--- src/rtl/rob_pkg.sv ---
// Shared reorder-buffer types and sizing.
//   ROB_DEPTH / ROB_ADDR_WIDTH : default ROB geometry (power-of-two depth)
//   rob_addr_t                 : ROB tag carried in reservation-station entries
//   rob_entry_t                : one in-flight uop record for the default PC width
package rob_pkg;

   localparam int ROB_DEPTH          = 16;
   localparam int ROB_ADDR_WIDTH     = $clog2(ROB_DEPTH);
   localparam int QU_PC_WIDTH        = 32;
   localparam int PHY_RF_ADDR_WIDTH  = 6;
   localparam int ARCH_RF_ADDR_WIDTH = 5;

   typedef logic [ROB_ADDR_WIDTH-1:0] rob_addr_t;

   typedef struct packed {
      logic                          valid;
      logic                          done;
      logic                          exc;
      logic                          has_rd;
      logic [ARCH_RF_ADDR_WIDTH-1:0] arch_rd;
      logic [PHY_RF_ADDR_WIDTH-1:0]  phy_rd;
      logic [PHY_RF_ADDR_WIDTH-1:0]  old_phy_rd;
      logic [QU_PC_WIDTH-1:0]        pc;
   } rob_entry_t;

endpackage

--- src/rtl/rob.sv ---
// Reorder buffer: circular queue of in-flight uops.
//   alloc_*   : in-order allocation from rename; tail_ptr is the tag handed out
//   full/empty: occupancy, from registered pointers only
//   cmpl_*    : out-of-order completion (done/exc) by ROB tag
//   commit_*  : in-order retirement of the head entry (combinational)
//   flush*    : excepting head; squashes the whole ROB at the edge
//   clk, rst  : rising-edge clock, asynchronous active-low reset
module rob
   import rob_pkg::*;
#(
   parameter int ROB_DEPTH = rob_pkg::ROB_DEPTH,
   parameter int PC_WIDTH  = rob_pkg::QU_PC_WIDTH
) (
   input  logic                          clk,
   input  logic                          rst,
   input  logic                          alloc_en,
   input  logic                          alloc_has_rd,
   input  logic [ARCH_RF_ADDR_WIDTH-1:0] alloc_arch_rd,
   input  logic [PHY_RF_ADDR_WIDTH-1:0]  alloc_phy_rd,
   input  logic [PHY_RF_ADDR_WIDTH-1:0]  alloc_old_phy_rd,
   input  logic [PC_WIDTH-1:0]           alloc_pc,
   output logic [$clog2(ROB_DEPTH)-1:0]  tail_ptr,
   output logic                          full,
   output logic                          empty,
   input  logic                          cmpl_en,
   input  logic [$clog2(ROB_DEPTH)-1:0]  cmpl_addr,
   input  logic                          cmpl_exc,
   output logic                          commit_en,
   output logic                          commit_has_rd,
   output logic [ARCH_RF_ADDR_WIDTH-1:0] commit_arch_rd,
   output logic [PHY_RF_ADDR_WIDTH-1:0]  commit_phy_rd,
   output logic [PHY_RF_ADDR_WIDTH-1:0]  commit_old_phy_rd,
   output logic                          flush,
   output logic [PC_WIDTH-1:0]           flush_pc
);

   localparam int AW = $clog2(ROB_DEPTH);

   // Same layout as rob_entry_t, but with the PC width of this instance.
   typedef struct packed {
      logic                          valid;
      logic                          done;
      logic                          exc;
      logic                          has_rd;
      logic [ARCH_RF_ADDR_WIDTH-1:0] arch_rd;
      logic [PHY_RF_ADDR_WIDTH-1:0]  phy_rd;
      logic [PHY_RF_ADDR_WIDTH-1:0]  old_phy_rd;
      logic [PC_WIDTH-1:0]           pc;
   } entry_t;

   entry_t        ent_q [ROB_DEPTH];
   entry_t        ent_d [ROB_DEPTH];
   // Pointers carry one extra MSB (wrap bit) to tell full from empty.
   logic [AW:0]   head_q, head_d;
   logic [AW:0]   tail_q, tail_d;
   logic [AW-1:0] head_idx, tail_idx;
   entry_t        head_ent;

   assign head_idx = head_q[AW-1:0];
   assign tail_idx = tail_q[AW-1:0];
   assign head_ent = ent_q[head_idx];

   assign tail_ptr = tail_idx;
   assign empty    = (head_q == tail_q);
   assign full     = (head_idx == tail_idx) && (head_q[AW] != tail_q[AW]);

   assign commit_en         = head_ent.valid & head_ent.done & ~head_ent.exc;
   assign commit_has_rd     = head_ent.has_rd;
   assign commit_arch_rd    = head_ent.arch_rd;
   assign commit_phy_rd     = head_ent.phy_rd;
   assign commit_old_phy_rd = head_ent.old_phy_rd;
   assign flush             = head_ent.valid & head_ent.done & head_ent.exc;
   assign flush_pc          = head_ent.pc;

   always_comb begin
      ent_d  = ent_q;
      head_d = head_q;
      tail_d = tail_q;
      if (flush) begin
         // Squash everything; same-cycle alloc and completion are discarded.
         for (int i = 0; i < ROB_DEPTH; i++) ent_d[i].valid = 1'b0;
         head_d = '0;
         tail_d = '0;
      end else begin
         if (commit_en) begin
            ent_d[head_idx].valid = 1'b0;
            head_d                = head_q + 1'b1;
         end
         if (cmpl_en && ent_q[cmpl_addr].valid) begin
            ent_d[cmpl_addr].done = 1'b1;
            ent_d[cmpl_addr].exc  = cmpl_exc;
         end
         // full is from registered state, so a same-cycle commit cannot
         // make room for this alloc.
         if (alloc_en && !full) begin
            ent_d[tail_idx].valid      = 1'b1;
            ent_d[tail_idx].done       = 1'b0;
            ent_d[tail_idx].exc        = 1'b0;
            ent_d[tail_idx].has_rd     = alloc_has_rd;
            ent_d[tail_idx].arch_rd    = alloc_arch_rd;
            ent_d[tail_idx].phy_rd     = alloc_phy_rd;
            ent_d[tail_idx].old_phy_rd = alloc_old_phy_rd;
            ent_d[tail_idx].pc         = alloc_pc;
            tail_d                     = tail_q + 1'b1;
         end
      end
   end

   always_ff @(posedge clk or negedge rst) begin
      if (!rst) begin
         for (int i = 0; i < ROB_DEPTH; i++) ent_q[i] <= '0;
         head_q <= '0;
         tail_q <= '0;
      end else begin
         for (int i = 0; i < ROB_DEPTH; i++) ent_q[i] <= ent_d[i];
         head_q <= head_d;
         tail_q <= tail_d;
      end
   end

endmodule
--- config.mk ---
export PLATFORM = sky130hd
export DESIGN_NAME = rob
export DESIGN_NICKNAME = d
export VERILOG_FILES = /design/src/rtl/rob_pkg.sv /design/src/rtl/rob.sv
export SDC_FILE = /design/constraint.sdc
export NUM_CORES = 1
export LEC_CHECK = 0
export ABC_AREA = 1
export CORE_UTILIZATION = 40
export DETAILED_ROUTE_END_ITERATION = 7
export DONT_BUFFER_PORTS = 1
export GPL_TIMING_DRIVEN = 1
export PLACE_DENSITY = 0.51
export SLEW_MARGIN = 20
export SYNTH_ARGS = -nofsm -noshare
export SYNTH_HDL_FRONTEND = slang
export SYNTH_SLANG_ARGS = --single-unit
--- constraint.sdc ---
create_clock -name clk -period 2.9 [get_ports clk]
set_clock_uncertainty 0.15 [all_clocks]
set_input_delay 0.58 -clock clk [delete_from_list [all_inputs] [get_ports clk]]
set_output_delay 0.58 -clock clk [all_outputs]
set_load 0.01 [all_outputs]
After elaboration in Yosys (flattened, before gate mapping) --
Cells that the tools add are included.
Word-level totals: flip-flop bits (word level) 858, bits in latches 0, bits in writable memories 0, bits in read-only memories 0, input bits 59, output and inout bits 58, word-level logic and storage cells 221, memories kept 0
Cells by class: add/sub/neg operators 2, $mul 0, div/mod/pow operators 0, order comparisons 6, equal/unequal tests 3, shifts and indexed selects 0, multiplexer cells 64, bitwise gates (word level) 7, reduce and logical (&&, ||, !) cells 9
Operators with widths (number):
- 848-bit bitwise mux | 11
- 848-bit two-way mux | 5
- 53-bit demux with 4-bit select | 11
- 53-bit binary-select mux with 4-bit select | 2
- 53-bit two-way mux | 6
- 52-bit two-way mux | 2
- 51-bit two-way mux | 2
- 50-bit two-way mux | 1
- 49-bit two-way mux | 1
- 44-bit two-way mux | 1
- 38-bit two-way mux | 1
- 32-bit two-way mux | 1
- 5-bit two-way mux | 4
- 1-bit two-way mux | 16
- 5-bit greater-or-equal comparator, second input constant | 3
- 5-bit by 1-bit less-than comparator with 1-bit output, second input constant | 3
- 4-bit inverter with 5-bit output | 3
- 5-bit by 1-bit adder with 5-bit output, second input constant | 2
- 1-bit logical AND | 6
- 5-bit equality test | 1
- 4-bit equality test | 1
- 2-bit nonzero test | 2
- 1-bit AND | 3
- 1-bit logical NOT | 1
- 2 further kinds | 2

Logic depth before layout (Yosys ltp) --
depth after elaboration 22, depth in mapped cells 16

Worst setup path after synthesis --
No wires, ideal clock.
path kind reg2out, from register head_q[0], to output commit_arch_rd[0], data arrival time 1.779 ns, required time 2.170 ns, path slack 0.391 ns, stages on the path, launching flop included 10, path through dfrtp_1 -> buf_4 -> buf_6 -> buf_2 -> clkbuf_1 -> clkbuf_1 -> nor2_1 -> o22ai_1 -> nand2_1 -> nand4_1
Between the ends: word-level cells in the longest chain between the ends 4
RTL lines:
- from (decl) | line rob.sv:54 | logic [AW:0] head_q, head_d;
- from (signal assigned) | line rob.sv:112 | head_q <= '0;
- from (signal assigned) | line rob.sv:116 | head_q <= head_d;
- 4-bit inverter with 5-bit output (not written as such) | line rob.sv:61 | assign head_ent = ent_q[head_idx];
- 53-bit binary-select mux with 4-bit select | line rob.sv:61
- 53-bit two-way mux (not written as such) (2 in series) | line rob.sv:61
- to (decl) | line rob.sv:30 | output logic [ARCH_RF_ADDR_WIDTH-1:0] commit_arch_rd,
Every way passes these cells. The select of a mux whose other input is x is not followed.

Worst setup path after layout --
from register head_q[0], to output flush_pc[26]
Between the ends: word-level cells in the longest chain between the ends 4
RTL lines:
- 4-bit inverter with 5-bit output (not written as such) | line rob.sv:61
- 53-bit binary-select mux with 4-bit select | line rob.sv:61
- 53-bit two-way mux (not written as such) (2 in series) | line rob.sv:61
- to (decl) | line rob.sv:34 | output logic [PC_WIDTH-1:0] flush_pc
Every way passes these cells. The select of a mux whose other input is x is not followed.

==> summary.txt <==
via count = 33.3k
wire length on met1 = 64,000 um
Netlist Area Pre-Place = 38,800 um^2
Die Height = 313 um
area of the multi-input gates = 15,700 um^2
IO Pins = 117
Critical Path Start = head_q[0]
EDFF count, synth = 0
initial antenna violation count = 6
Fin Hold WS = -0.308 ns
routed wire length = 140,000 um
max-slew violations = 0
synth unique cells = 25
GP Congestion = 0.813
worst reg2reg setup slack = -0.09 ns
# nets final = 4,730
CTS sink cnt = 858
crit start category = flip-flop
clock share of power = 0.213
Yosys reg bits = 858
P&R area growth vs syn = 22.5%
Antenna Violating Nets Remaining = 0
Final Power = 57.5 mW
post-synthesis sequential area ratio = 0.554
register clock-pin slew on the reported worst setup and hold paths = 0.06 ns
switch share = 0.397
top layer used by detailed routing = met5
CTS buffer count = 98
Residual DRC = 0
Crit Path Max Fanout = 22
most frequent cells after synthesis = nand2_1 (1,238), o21ai_0 (894), dfrtp_1 (858)
Static Leak = 21.9 nW
HP Class = input pin to async pin
CTS tree = yes
part of the power in registers = 0.351
Skew-Pair Late Insertion Delay = 0.68 ns
Detail Placement HPWL = 68,300 um
Cell Rows = 113
port bufs = 0
WP data arrival = 2.48 ns
Crit Path Category = flip-flop to output pin
most common cell in the synthesized netlist = nand2_1
Max Clk Rate = 311 MHz
H-tree Lvls = 3
Initial DRC Count = 3,159
die area = 98,200 um^2
top cells by area, synth = dfrtp_1 (55%), nand2_1 (12%), o21ai_0 (12%), nor2_1 (4.5%), o21ai_1 (4.1%)
share of layout cells above drive strength 1 = 0.125
RSZ-0062 raised after global routing = true
share of the synthesized area in the top cell type = 0.554
Mean Syn Cell Area = 8.27 um^2
Final Instance Area = 47,500 um^2
DRT Pass-1 Iters = 5
vias in the first global route = 31.4k
Syn Nets = 4,758
fill count = 9,249
GR Overflow Total = 0
fin worst setup slack = -0.315 ns
most area-hungry cell type in the Yosys netlist = dfrtp_1
met3 wire len = 7910 um
Root Driver = clkbuf_16
Placement Setup Slack = 0.165 ns
final-report hold violation count = 90
outcome = finished with violations
max_cap viols = 0
largest net degree at the start of global routing = 859
Area after DPL = 40,500 um^2
routed length per instance = 23.4 um
Max VDD drop = 582 uV
ys async rst share = 1.00
min Tclk post-route = 3.21 ns
PwrDens = 1210 nW/um^2
setup violators final = 146
Worst Max-Slew Pin Slew = 1.08 ns
aggregate global-route resource usage = 0.262
Reg2Reg Launch Point = head_q[1]
synth warn = 0
effective utilization at floorplan = 0.406
Worst slew margin = 0.274
Top FF cell, synth = dfrtp_1
internal cell power = 34.7 mW
failing checks = hold timing, setup timing
Core Area = 95,600 um^2
Max Root-Sink Buffers = 3
Met2 Routed Length = 65,200 um
CP Capture Type = output pin
Synth Instances = 4,691
Worst EP required = 2.17 ns
register area = 21,500 um^2
die width = 313 um
Tcrit/Tclk final = 1.11
vias per cell = 5.55
part of the power in combinational logic = 0.436
first-pass GRT wire length = 199,000 um
Psw = 22.8 mW
==> cell usage in the layout, fill, tap and decap left out, drive strengths merged <==
cell         instances
o22ai              200
diode                2
dlygate4sd3          1
a21boi              16
nand4               52
o21ai             1209
bufbuf               6
dfrtp              858
nor3                20
nand3               56
clkinv              22
xor2                 4
a21oi                1
xnor2                1
ha                   8
buf                225
nor2               472
inv                138
bufinv               2
clkbuf             186
nand2             1257
==> worst paths after layout <==
| path | to | depth (start not counted) |
|---|---|---|
| setup / recovery | flush_pc[26] | 8 |
| hold / removal | ent_q[264] | 1 |
| setup reg to reg | ent_q[708] | 18 |
| hold reg to reg | ent_q[122] | 2 |
| max in group asynchronous | ent_q[707] | 4 |
| min in group clk | ent_q[634] | 5 |
==> through the flow <==
| step | util | TNS (ns) | cells |
|---|---|---|---|
| after floorplan | - | 0 | 4691 |
| after global placement | 0.423 | 0 | 5678 |
| after detailed placement | 0.423 | 0 | 5678 |
| after CTS | 0.472 | -13.92 | 5906 |
| after global routing | 0.497 | -42.95 | 6000 |
| final | 0.497 | -13.68 | 6001 |
==> timing repair <==
action | in CTS | in global routing
resized for setup | 142 | 287
hold endpoints to repair | 874 | 255
hold buffers | 1 | 1
endpoints found under the setup margin | 54 | 770
pin swaps | 36 | 92
buffers inserted | 30 | 39
cloned | 27 | 55
==> per-layer routing <==
metal	vias to the layer above	global-route usage
met5	-	0
met4	8	0.0609
met3	196	0.0394
met2	965	0.421
met1	16566	0.372
li1	15591	-
==> cell families after synthesis <==
logic type | Yosys count | synth area share
buf+inv | 541 | 0.0644
simple gates | 1853 | 0.187
flops | 858 | 0.554
compound gates | 1426 | 0.192
fa+ha+maj | 8 | 0.00258
xor+xnor | 5 | 0.00113
==> power groups by stage <==
stage	registers, mW	clock network (mW)	logic (mW)
final	20.2	12.3	25.1
after CTS	20.0	12.4	21.9
after detailed placement	20.1	0	19.2
after global routing	20.8	12.9	27.6
after global placement	20.1	0	19.0
after floorplan	19.3	0	13.4
==> critical path, stage by stage (launching register included) <==
cell	delay, ns
dfrtp_4	0.57
inv_12	0.12
buf_16	0.16
buf_16	0.16
buf_16	0.17
o21ai_0	0.10
o22ai_1	0.15
nand2_1	0.08
nand4_1	0.26
==> registers in the layout (all words and copies together) (netlist names) <==
register	cells
head_q	5
tail_q	5
ent_q	848
==> final cells by class <==
cell class / instances / share of cell area
Inverter: 133 / 0.0112
Antenna cell: 2 / 0.000105
Timing Repair Buffer: 274 / 0.107
Clock inverter: 27 / 0.00477
Clock buffer: 144 / 0.0610
Tap cell: 1265 / 0.0333
Sequential cell: 858 / 0.452
Multi-Input combinational cell: 3296 / 0.330
Timing Repair inverter: 2 / 0.000474
Power figures use the tool's default switching activity.
